### src/rtl/frame_head_sync.sv
// Receive-side frame-header synchroniser: hunts for the sync code, flywheels on
// frame boundaries, checks counter/reserved header fields and forwards payload.
module frame_head_sync #(
  parameter int LOCK_FRAMES = 2,
  parameter int MISS_MAX    = 3
) (
  input  logic        clk,
  input  logic        reset,
  input  logic [7:0]  din,
  input  logic        din_valid,
  input  logic [3:0]  sync_code_length,
  input  logic [79:0] sync_code_content,
  input  logic [3:0]  cntr_length,
  input  logic [47:0] cntr_init,
  input  logic [7:0]  cntr_step,
  input  logic        res_flag,
  input  logic [7:0]  res_content,
  input  logic [7:0]  framehead_len,
  input  logic [15:0] frame_len,
  output logic [7:0]  dout,
  output logic        dout_valid,
  output logic        frame_start,
  output logic        hdr_valid,
  output logic [47:0] cntr_value,
  output logic        cntr_err,
  output logic        res_err,
  output logic        locked,
  output logic        sync_lost,
  output logic        cfg_err,
  output logic [15:0] err_cnt
);

  typedef enum logic [1:0] {HUNT, HDR, PAYLOAD, VERIFY} state_t;

  typedef struct packed {
    logic [3:0]  sync_len;
    logic [79:0] sync_code;
    logic [3:0]  cntr_len;
    logic [47:0] cntr_init;
    logic [7:0]  cntr_step;
    logic        res_flag;
    logic [7:0]  res_content;
    logic [7:0]  fh_len;
    logic [15:0] frame_len;
  } cfg_t;

  function automatic logic cfg_illegal(cfg_t c);
    logic [8:0] need;
    need = {5'd0, c.sync_len} + {5'd0, c.cntr_len} + {8'd0, c.res_flag};
    return (c.sync_len == 4'd0) || (c.sync_len > 4'd10) ||
           (c.cntr_len == 4'd0) || (c.cntr_len > 4'd6) ||
           ({1'b0, c.fh_len} < need) || (c.frame_len <= {8'd0, c.fh_len});
  endfunction

  function automatic logic [79:0] code_mask(logic [3:0] len);
    return (80'd1 << {len, 3'b000}) - 80'd1;
  endfunction

  function automatic logic [47:0] cntr_mask(logic [3:0] len);
    return (48'd1 << {len, 3'b000}) - 48'd1;
  endfunction

  // Byte k of the sync code in arrival order (k = 0 is the most significant byte).
  function automatic logic [7:0] code_byte(logic [79:0] code, logic [3:0] len, logic [3:0] k);
    logic [3:0]  pos;
    logic [79:0] sh;
    pos = len - 4'd1 - k;
    sh  = code >> {pos, 3'b000};
    return sh[7:0];
  endfunction

  function automatic logic [15:0] sat_add(logic [15:0] a, logic [1:0] inc);
    logic [16:0] s;
    s = {1'b0, a} + {15'd0, inc};
    return s[16] ? 16'hFFFF : s[15:0];
  endfunction

  state_t      state_q, state_d;
  cfg_t        cfg_in, cfg_q, cfg_d;
  logic [79:0] win_q, win_d;
  logic [15:0] idx_q, idx_d;
  logic [47:0] cntr_sh_q, cntr_sh_d;
  logic [7:0]  res_byte_q, res_byte_d;
  logic        vmiss_q, vmiss_d;
  logic        fly_q, fly_d;
  logic        ref_valid_q, ref_valid_d;
  logic [7:0]  hit_q, hit_d;
  logic [7:0]  miss_q, miss_d;
  logic [7:0]  dout_q, dout_d;
  logic        dout_valid_q, dout_valid_d;
  logic        frame_start_q, frame_start_d;
  logic        hdr_valid_q, hdr_valid_d;
  logic [47:0] cntr_value_q, cntr_value_d;
  logic        cntr_err_q, cntr_err_d;
  logic        res_err_q, res_err_d;
  logic        locked_q, locked_d;
  logic        sync_lost_q, sync_lost_d;
  logic        cfg_err_q, cfg_err_d;
  logic [15:0] err_cnt_q, err_cnt_d;

  logic        cfg_bad, miss_evt, in_cntr, verdict_miss;
  logic [79:0] shifted, cmask;
  logic [47:0] cntr_new, cntr_exp;
  logic [7:0]  res_new, hit_n, miss_n;
  logic [15:0] sync_len16, cend16, fh_last16, pay_last16;
  logic [1:0]  err_inc;

  always_comb begin
    cfg_in = {sync_code_length, sync_code_content, cntr_length, cntr_init, cntr_step,
              res_flag, res_content, framehead_len, frame_len};
    cfg_d  = (state_q == HUNT) ? cfg_in : cfg_q;
    cfg_bad = cfg_illegal(cfg_q);

    sync_len16 = {12'd0, cfg_q.sync_len};
    cend16     = sync_len16 + {12'd0, cfg_q.cntr_len};
    fh_last16  = {8'd0, cfg_q.fh_len} - 16'd1;
    pay_last16 = cfg_q.frame_len - {8'd0, cfg_q.fh_len} - 16'd1;
    shifted    = {win_q[71:0], din};
    cmask      = code_mask(cfg_q.sync_len);
    in_cntr    = (idx_q >= sync_len16) && (idx_q < cend16);
    cntr_new   = in_cntr ? {cntr_sh_q[39:0], din} : cntr_sh_q;
    res_new    = (cfg_q.res_flag && (idx_q == cend16)) ? din : res_byte_q;
    cntr_exp   = (cntr_value_q + {40'd0, cfg_q.cntr_step}) & cntr_mask(cfg_q.cntr_len);
    hit_n      = (hit_q >= 8'(LOCK_FRAMES)) ? hit_q : hit_q + 8'd1;
    miss_n     = miss_q + 8'd1;
    verdict_miss = vmiss_q |
                   (din != code_byte(cfg_q.sync_code, cfg_q.sync_len, idx_q[3:0]));

    state_d       = state_q;
    win_d         = win_q;
    idx_d         = idx_q;
    cntr_sh_d     = cntr_sh_q;
    res_byte_d    = res_byte_q;
    vmiss_d       = vmiss_q;
    fly_d         = fly_q;
    ref_valid_d   = ref_valid_q;
    hit_d         = hit_q;
    miss_d        = miss_q;
    dout_d        = din_valid ? din : dout_q;
    dout_valid_d  = 1'b0;
    frame_start_d = 1'b0;
    hdr_valid_d   = 1'b0;
    cntr_value_d  = cntr_value_q;
    cntr_err_d    = 1'b0;
    res_err_d     = 1'b0;
    locked_d      = locked_q;
    sync_lost_d   = 1'b0;
    cfg_err_d     = (state_q == HUNT) ? cfg_illegal(cfg_in) : cfg_err_q;
    miss_evt      = 1'b0;

    case (state_q)
      HUNT: begin
        ref_valid_d  = 1'b0;
        cntr_value_d = cfg_q.cntr_init;
        if (din_valid) begin
          win_d = shifted;
          if (!cfg_bad && ((shifted & cmask) == (cfg_q.sync_code & cmask))) begin
            state_d       = HDR;
            idx_d         = sync_len16;
            cntr_sh_d     = '0;
            fly_d         = 1'b0;
            hit_d         = 8'd1;
            miss_d        = 8'd0;
            frame_start_d = 1'b1;
            locked_d      = (LOCK_FRAMES <= 1);
          end
        end
      end
      HDR: begin
        if (din_valid) begin
          cntr_sh_d  = cntr_new;
          res_byte_d = res_new;
          idx_d      = idx_q + 16'd1;
          if (idx_q == fh_last16) begin
            idx_d   = 16'd0;
            state_d = PAYLOAD;
            // Flywheeled headers are not trusted: no report, no checks.
            if (!fly_q) begin
              hdr_valid_d  = 1'b1;
              cntr_value_d = cntr_new;
              ref_valid_d  = 1'b1;
              cntr_err_d   = ref_valid_q && (cntr_new != cntr_exp);
              res_err_d    = cfg_q.res_flag && (res_new != cfg_q.res_content);
            end
          end
        end
      end
      PAYLOAD: begin
        if (din_valid) begin
          dout_valid_d = 1'b1;
          idx_d        = idx_q + 16'd1;
          if (idx_q == pay_last16) begin
            idx_d   = 16'd0;
            vmiss_d = 1'b0;
            state_d = VERIFY;
          end
        end
      end
      VERIFY: begin
        if (din_valid) begin
          vmiss_d = verdict_miss;
          idx_d   = idx_q + 16'd1;
          if (idx_q == sync_len16 - 16'd1) begin
            idx_d     = sync_len16;
            cntr_sh_d = '0;
            if (!verdict_miss) begin
              state_d       = HDR;
              fly_d         = 1'b0;
              frame_start_d = 1'b1;
              miss_d        = 8'd0;
              hit_d         = hit_n;
              if (hit_n >= 8'(LOCK_FRAMES)) locked_d = 1'b1;
            end else begin
              miss_evt = 1'b1;
              miss_d   = miss_n;
              if (miss_n >= 8'(MISS_MAX)) begin
                state_d     = HUNT;
                locked_d    = 1'b0;
                sync_lost_d = 1'b1;
                hit_d       = 8'd0;
                win_d       = '0;
                idx_d       = 16'd0;
              end else begin
                state_d       = HDR;
                fly_d         = 1'b1;
                ref_valid_d   = 1'b0;
                frame_start_d = 1'b1;
              end
            end
          end
        end
      end
      default: state_d = HUNT;
    endcase

    err_inc   = {1'b0, cntr_err_d} + {1'b0, res_err_d} + {1'b0, miss_evt};
    err_cnt_d = sat_add(err_cnt_q, err_inc);
  end

  always_ff @(posedge clk) begin
    if (reset) begin
      state_q       <= HUNT;
      win_q         <= '0;
      idx_q         <= '0;
      vmiss_q       <= 1'b0;
      fly_q         <= 1'b0;
      ref_valid_q   <= 1'b0;
      hit_q         <= '0;
      miss_q        <= '0;
      dout_q        <= '0;
      dout_valid_q  <= 1'b0;
      frame_start_q <= 1'b0;
      hdr_valid_q   <= 1'b0;
      cntr_value_q  <= '0;
      cntr_err_q    <= 1'b0;
      res_err_q     <= 1'b0;
      locked_q      <= 1'b0;
      sync_lost_q   <= 1'b0;
      cfg_err_q     <= 1'b0;
      err_cnt_q     <= '0;
    end else begin
      state_q       <= state_d;
      win_q         <= win_d;
      idx_q         <= idx_d;
      vmiss_q       <= vmiss_d;
      fly_q         <= fly_d;
      ref_valid_q   <= ref_valid_d;
      hit_q         <= hit_d;
      miss_q        <= miss_d;
      dout_q        <= dout_d;
      dout_valid_q  <= dout_valid_d;
      frame_start_q <= frame_start_d;
      hdr_valid_q   <= hdr_valid_d;
      cntr_value_q  <= cntr_value_d;
      cntr_err_q    <= cntr_err_d;
      res_err_q     <= res_err_d;
      locked_q      <= locked_d;
      sync_lost_q   <= sync_lost_d;
      cfg_err_q     <= cfg_err_d;
      err_cnt_q     <= err_cnt_d;
    end
    cfg_q      <= reset ? cfg_in : cfg_d;
    cntr_sh_q  <= cntr_sh_d;
    res_byte_q <= res_byte_d;
  end

  assign dout        = dout_q;
  assign dout_valid  = dout_valid_q;
  assign frame_start = frame_start_q;
  assign hdr_valid   = hdr_valid_q;
  assign cntr_value  = cntr_value_q;
  assign cntr_err    = cntr_err_q;
  assign res_err     = res_err_q;
  assign locked      = locked_q;
  assign sync_lost   = sync_lost_q;
  assign cfg_err     = cfg_err_q;
  assign err_cnt     = err_cnt_q;

endmodule

### config.mk
export PLATFORM = sky130hd
export DESIGN_NAME = frame_head_sync
export DESIGN_NICKNAME = d
export VERILOG_FILES = /design/src/rtl/frame_head_sync.sv
export SDC_FILE = /design/constraint.sdc
export NUM_CORES = 1
export LEC_CHECK = 0
export ABC_AREA = 1
export CORE_ASPECT_RATIO = 2
export CORE_MARGIN = 2
export CORE_UTILIZATION = 55
export CTS_CLUSTER_SIZE = 30
export DETAILED_ROUTE_END_ITERATION = 16
export PLACE_DENSITY = 0.76
export REMOVE_ABC_BUFFERS = 1
export SETUP_SLACK_MARGIN = 0.2
export SYNTH_ARGS = -nofsm -noshare
export SYNTH_HDL_FRONTEND = slang
export SYNTH_SLANG_ARGS = --single-unit
### constraint.sdc
create_clock -name clk -period 7.9 [get_ports clk]
set_input_delay 1.58 -clock clk [delete_from_list [all_inputs] [get_ports clk]]
set_output_delay 1.58 -clock clk [all_outputs]
set_load 0.02 [all_outputs]
==> impl_metrics.sql <==
INSERT INTO impl_metrics (metric_group, metric, value, unit) VALUES
('pwr', 'seqPwrFrac', '0.473', ''),
('timing', 'worst_slew_margin_rel', '0.349', ''),
('synth', 'post-synth-top-count-cell', 'nand2_1', ''),
('drt', 'initialDrtViolationCount', '1964', ''),
('synth', 'number_of_distinct_library_cell_variants_in_the_gate_level_netlist_after_synthesis', '55', ''),
('timing', 'report.final.setup_viol', '0', ''),
('drt', 'routed-wl-met2', '34600', 'µm'),
('clocking', 'clockBufferDepth', '3', ''),
('drt', 'antenna_left', '0', ''),
('die', 'floorplan_die_area', '46000', 'µm²'),
('timing', 'report.final.hold_viol_count', '0', ''),
('clocking', 'postCtsSetupRepairBufs', '0', ''),
('synth', 'synth-seq-area-share', '0.443', ''),
('drt', 'wl_met1', '30600', 'µm'),
('pwr', 'switching_share', '0.260', ''),
('layout', 'drive_gt1_frac', '0.0428', ''),
('setup_path', 'path_max_fanout', '33', ''),
('timing', 'fin_tns_setup', '0', 'ns'),
('global_routing', 'grt_start_max_net_pins', '89', ''),
('setup_path', 'critical_path.most_common_cell', 'nand2_1', ''),
('setup_path', 'worst_ep_arrival_time', '7.41', 'ns'),
('die', 'floorplan.initialDensity', '0.554', ''),
('timing', 'worst_pin_slew', '0.974', 'ns'),
('synth', 'synthDominantAreaCellType', 'edfxtp_1', ''),
('timing', 'final.setup_skew', '0.0231', 'ns'),
('pwr', 'internal_power', '0.00384', 'W'),
('global_routing', 'number_of_antenna_violations_at_the_first_check_in_global_routing', '1', ''),
('setup_path', 'cp.required', '8.42', 'ns'),
('layout', 'insertedDiodeCount', '0', ''),
('timing', 'finalCritPeriodShare', '0.872', ''),
('placement', 'detailed_place_hpwl', '55300', 'µm'),
('clocking', 'cts-hold-fix-buffers', '0', ''),
('layout', 'syn_to_final_growth', '18.1', '%'),
('placement', 'i_o_buffers', '267', ''),
('drt', 'vias', '22200', ''),
('timing', 'final.min_clock_period', '6.89', 'ns'),
('timing', 'rsz_0062_raised_after_global_routing', 'false', ''),
('clocking', 'clock_sink_count', '422', ''),
('synth', 'synth.avg_cell_area', '7.67', 'µm²'),
('layout', 'nets_final', '3674', ''),
('setup_path', 'crit_slowest_cell', 'edfxtp_1', ''),
('global_routing', 'grt_pass1_wl', '115000', 'µm'),
('pwr', 'power.clock.fraction', '0.402', ''),
('synth', 'synthTopCellsByArea', 'edfxtp_1 (29%), dfxtp_1 (16%), nand2_1 (15%), inv_1 (5.6%), nor2_1 (4.6%)', ''),
('synth', 'edff_count_synth', '233', ''),
('run_status', 'status', 'finished, final reports clean', ''),
('clocking', 'htreeDepth', '2', ''),
('drt', 'avgRoutedWirePerCell', '18.4', 'µm'),
('pwr', 'power.share.combinational', '0.125', ''),
('clocking', 'clkSlewWorstSetupHoldPaths', '0.07', 'ns'),
('drt', 'wl', '73600', 'µm'),
('clocking', 'postCtsResizedCells', '0', ''),
('drt', 'drcViolationCount', '0', ''),
('layout', 'stdcell_count', '3992', ''),
('timing', 'finalMaxSlewViolations', '0', ''),
('drt', 'drtPass1Iterations', '8', ''),
('clocking', 'clkLatencyLatePin', '0.58', 'ns'),
('die', 'design.portCount', '268', ''),
('clocking', 'number_of_buffers_created_by_cts', '41', ''),
('clocking', 'clock_tree.root_cell', 'clkbuf_16', ''),
('global_routing', 'gr_usage_total', '0.312', ''),
('job', 'max_cap_violations', '0', ''),
('setup_path', 'cp-start-kind', 'register', ''),
('drt', 'detailroute.wirelength.met3', '5130', 'µm'),
('global_routing', 'global_route.overflow_total', '0', ''),
('synth', 'synth_seq_cells', '422', ''),
('pwr', 'total_switching_power', '0.00134', 'W'),
('timing', 'clock.fmax', '145', 'MHz'),
('synth', 'synthesis.instances', '3170', ''),
('die', 'core.rowCount', '109', ''),
('layout', 'finalInstanceArea', '28700', 'µm²');
[layout make-up]
type | count | area, µm²
Clock buffer | 54 | 1130
Tap cell | 555 | 694
Sequential cell | 422 | 10800
Fill cell | 3835 | 15200
Timing Repair Buffer | 286 | 2830
Multi-Input combinational cell | 2272 | 11600
Inverter | 382 | 1440
Clock inverter | 21 | 269
[critical path, delay by kind of cell, from the launching register on]
family,cells,cell delay (ns)
simple gates,22,2.98
fa+ha+maj,5,1.66
flops,1,0.60
xor+xnor,1,0.15
buf+inv,7,0.98
compound gates,3,0.43
[final timing paths]
kind	startpoint	slack, ns	cells after the start	endpoint
hold / removal	hit_q[3]	0.46	2	hit_q[3]
setup / recovery	cfg_q[175]	1.01	38	err_cnt[9]
setup reg to reg	cfg_q[175]	1.01	38	err_cnt[9]
hold reg to reg	hit_q[3]	0.46	2	hit_q[3]
[state kept, by name, indices dropped and copies added, names as in the netlist, 2 cells and up]
signal,cells
state_q,2
miss_q,8
res_byte_q,8
hit_q,8
err_cnt,16
cntr_value,48
cfg_q,177
cntr_sh_q,48
idx_q,16
win_q,72
dout,8
[layout by cell type, fill, tap and decap left out, types with 23 or more instances in the layout]
cell type	n
nand3b_1	23
nand3_1	220
edfxtp_1	233
nand2_1	970
nand4_1	52
ha_1	72
xor2_1	89
clkbuf_16	42
inv_1	361
a31oi_1	54
a21oi_1	139
o21ai_0	124
dfxtp_1	189
xnor2_1	72
nor3_1	26
o21ai_1	23
clkdlybuf4s50_1	266
nor2_1	301
[per-stage QoR]
| stage | hold WS, ns | worst slack [ns] | util | total power (W) |
|---|---|---|---|---|
| 2_1_floorplan | 0.421 | 0.888 | - | 0.00284 |
| 3_3_place_gp | 0.443 | 1.24 | 0.622 | 0.00312 |
| 3_5_place_dp | 0.450 | 1.11 | 0.622 | 0.00313 |
| 4_1_cts | 0.462 | 1.05 | 0.654 | 0.00520 |
| 5_1_grt | 0.481 | 0.345 | 0.654 | 0.00535 |
| 6_report | 0.460 | 1.01 | 0.654 | 0.00518 |
[layer usage]
layer	GRT usage	up-vias
met5	0	-
met4	0.131	2
met3	0.0428	167
met2	0.526	892
met1	0.406	10300
li1	-	10800
[logic make-up (layout without fill, tap and decap cells)]
| family | after synthesis | in the layout | synth area share |
|---|---|---|---|
| adder cells (fa/ha/maj) | 81 | 81 | 0.0445 |
| buffers and inverters | 476 | 743 | 0.0806 |
| flip-flops | 422 | 422 | 0.443 |
| AND/OR/NAND/NOR | 1646 | 1646 | 0.287 |
| AO/OA/AOI/OAI | 384 | 384 | 0.0867 |
| XOR/XNOR | 161 | 161 | 0.0580 |
[power by group through the flow]
stage | clock, W | sequential [W] | combinational (W)
4_1_cts | 0.00211 | 0.00245 | 0.000644
2_1_floorplan | 0 | 0.00249 | 0.000352
5_1_grt | 0.00218 | 0.00245 | 0.000715
3_5_place_dp | 0 | 0.00249 | 0.000639
3_3_place_gp | 0 | 0.00249 | 0.000630
6_report | 0.00208 | 0.00245 | 0.000650
Power figures use the tool's default switching activity.
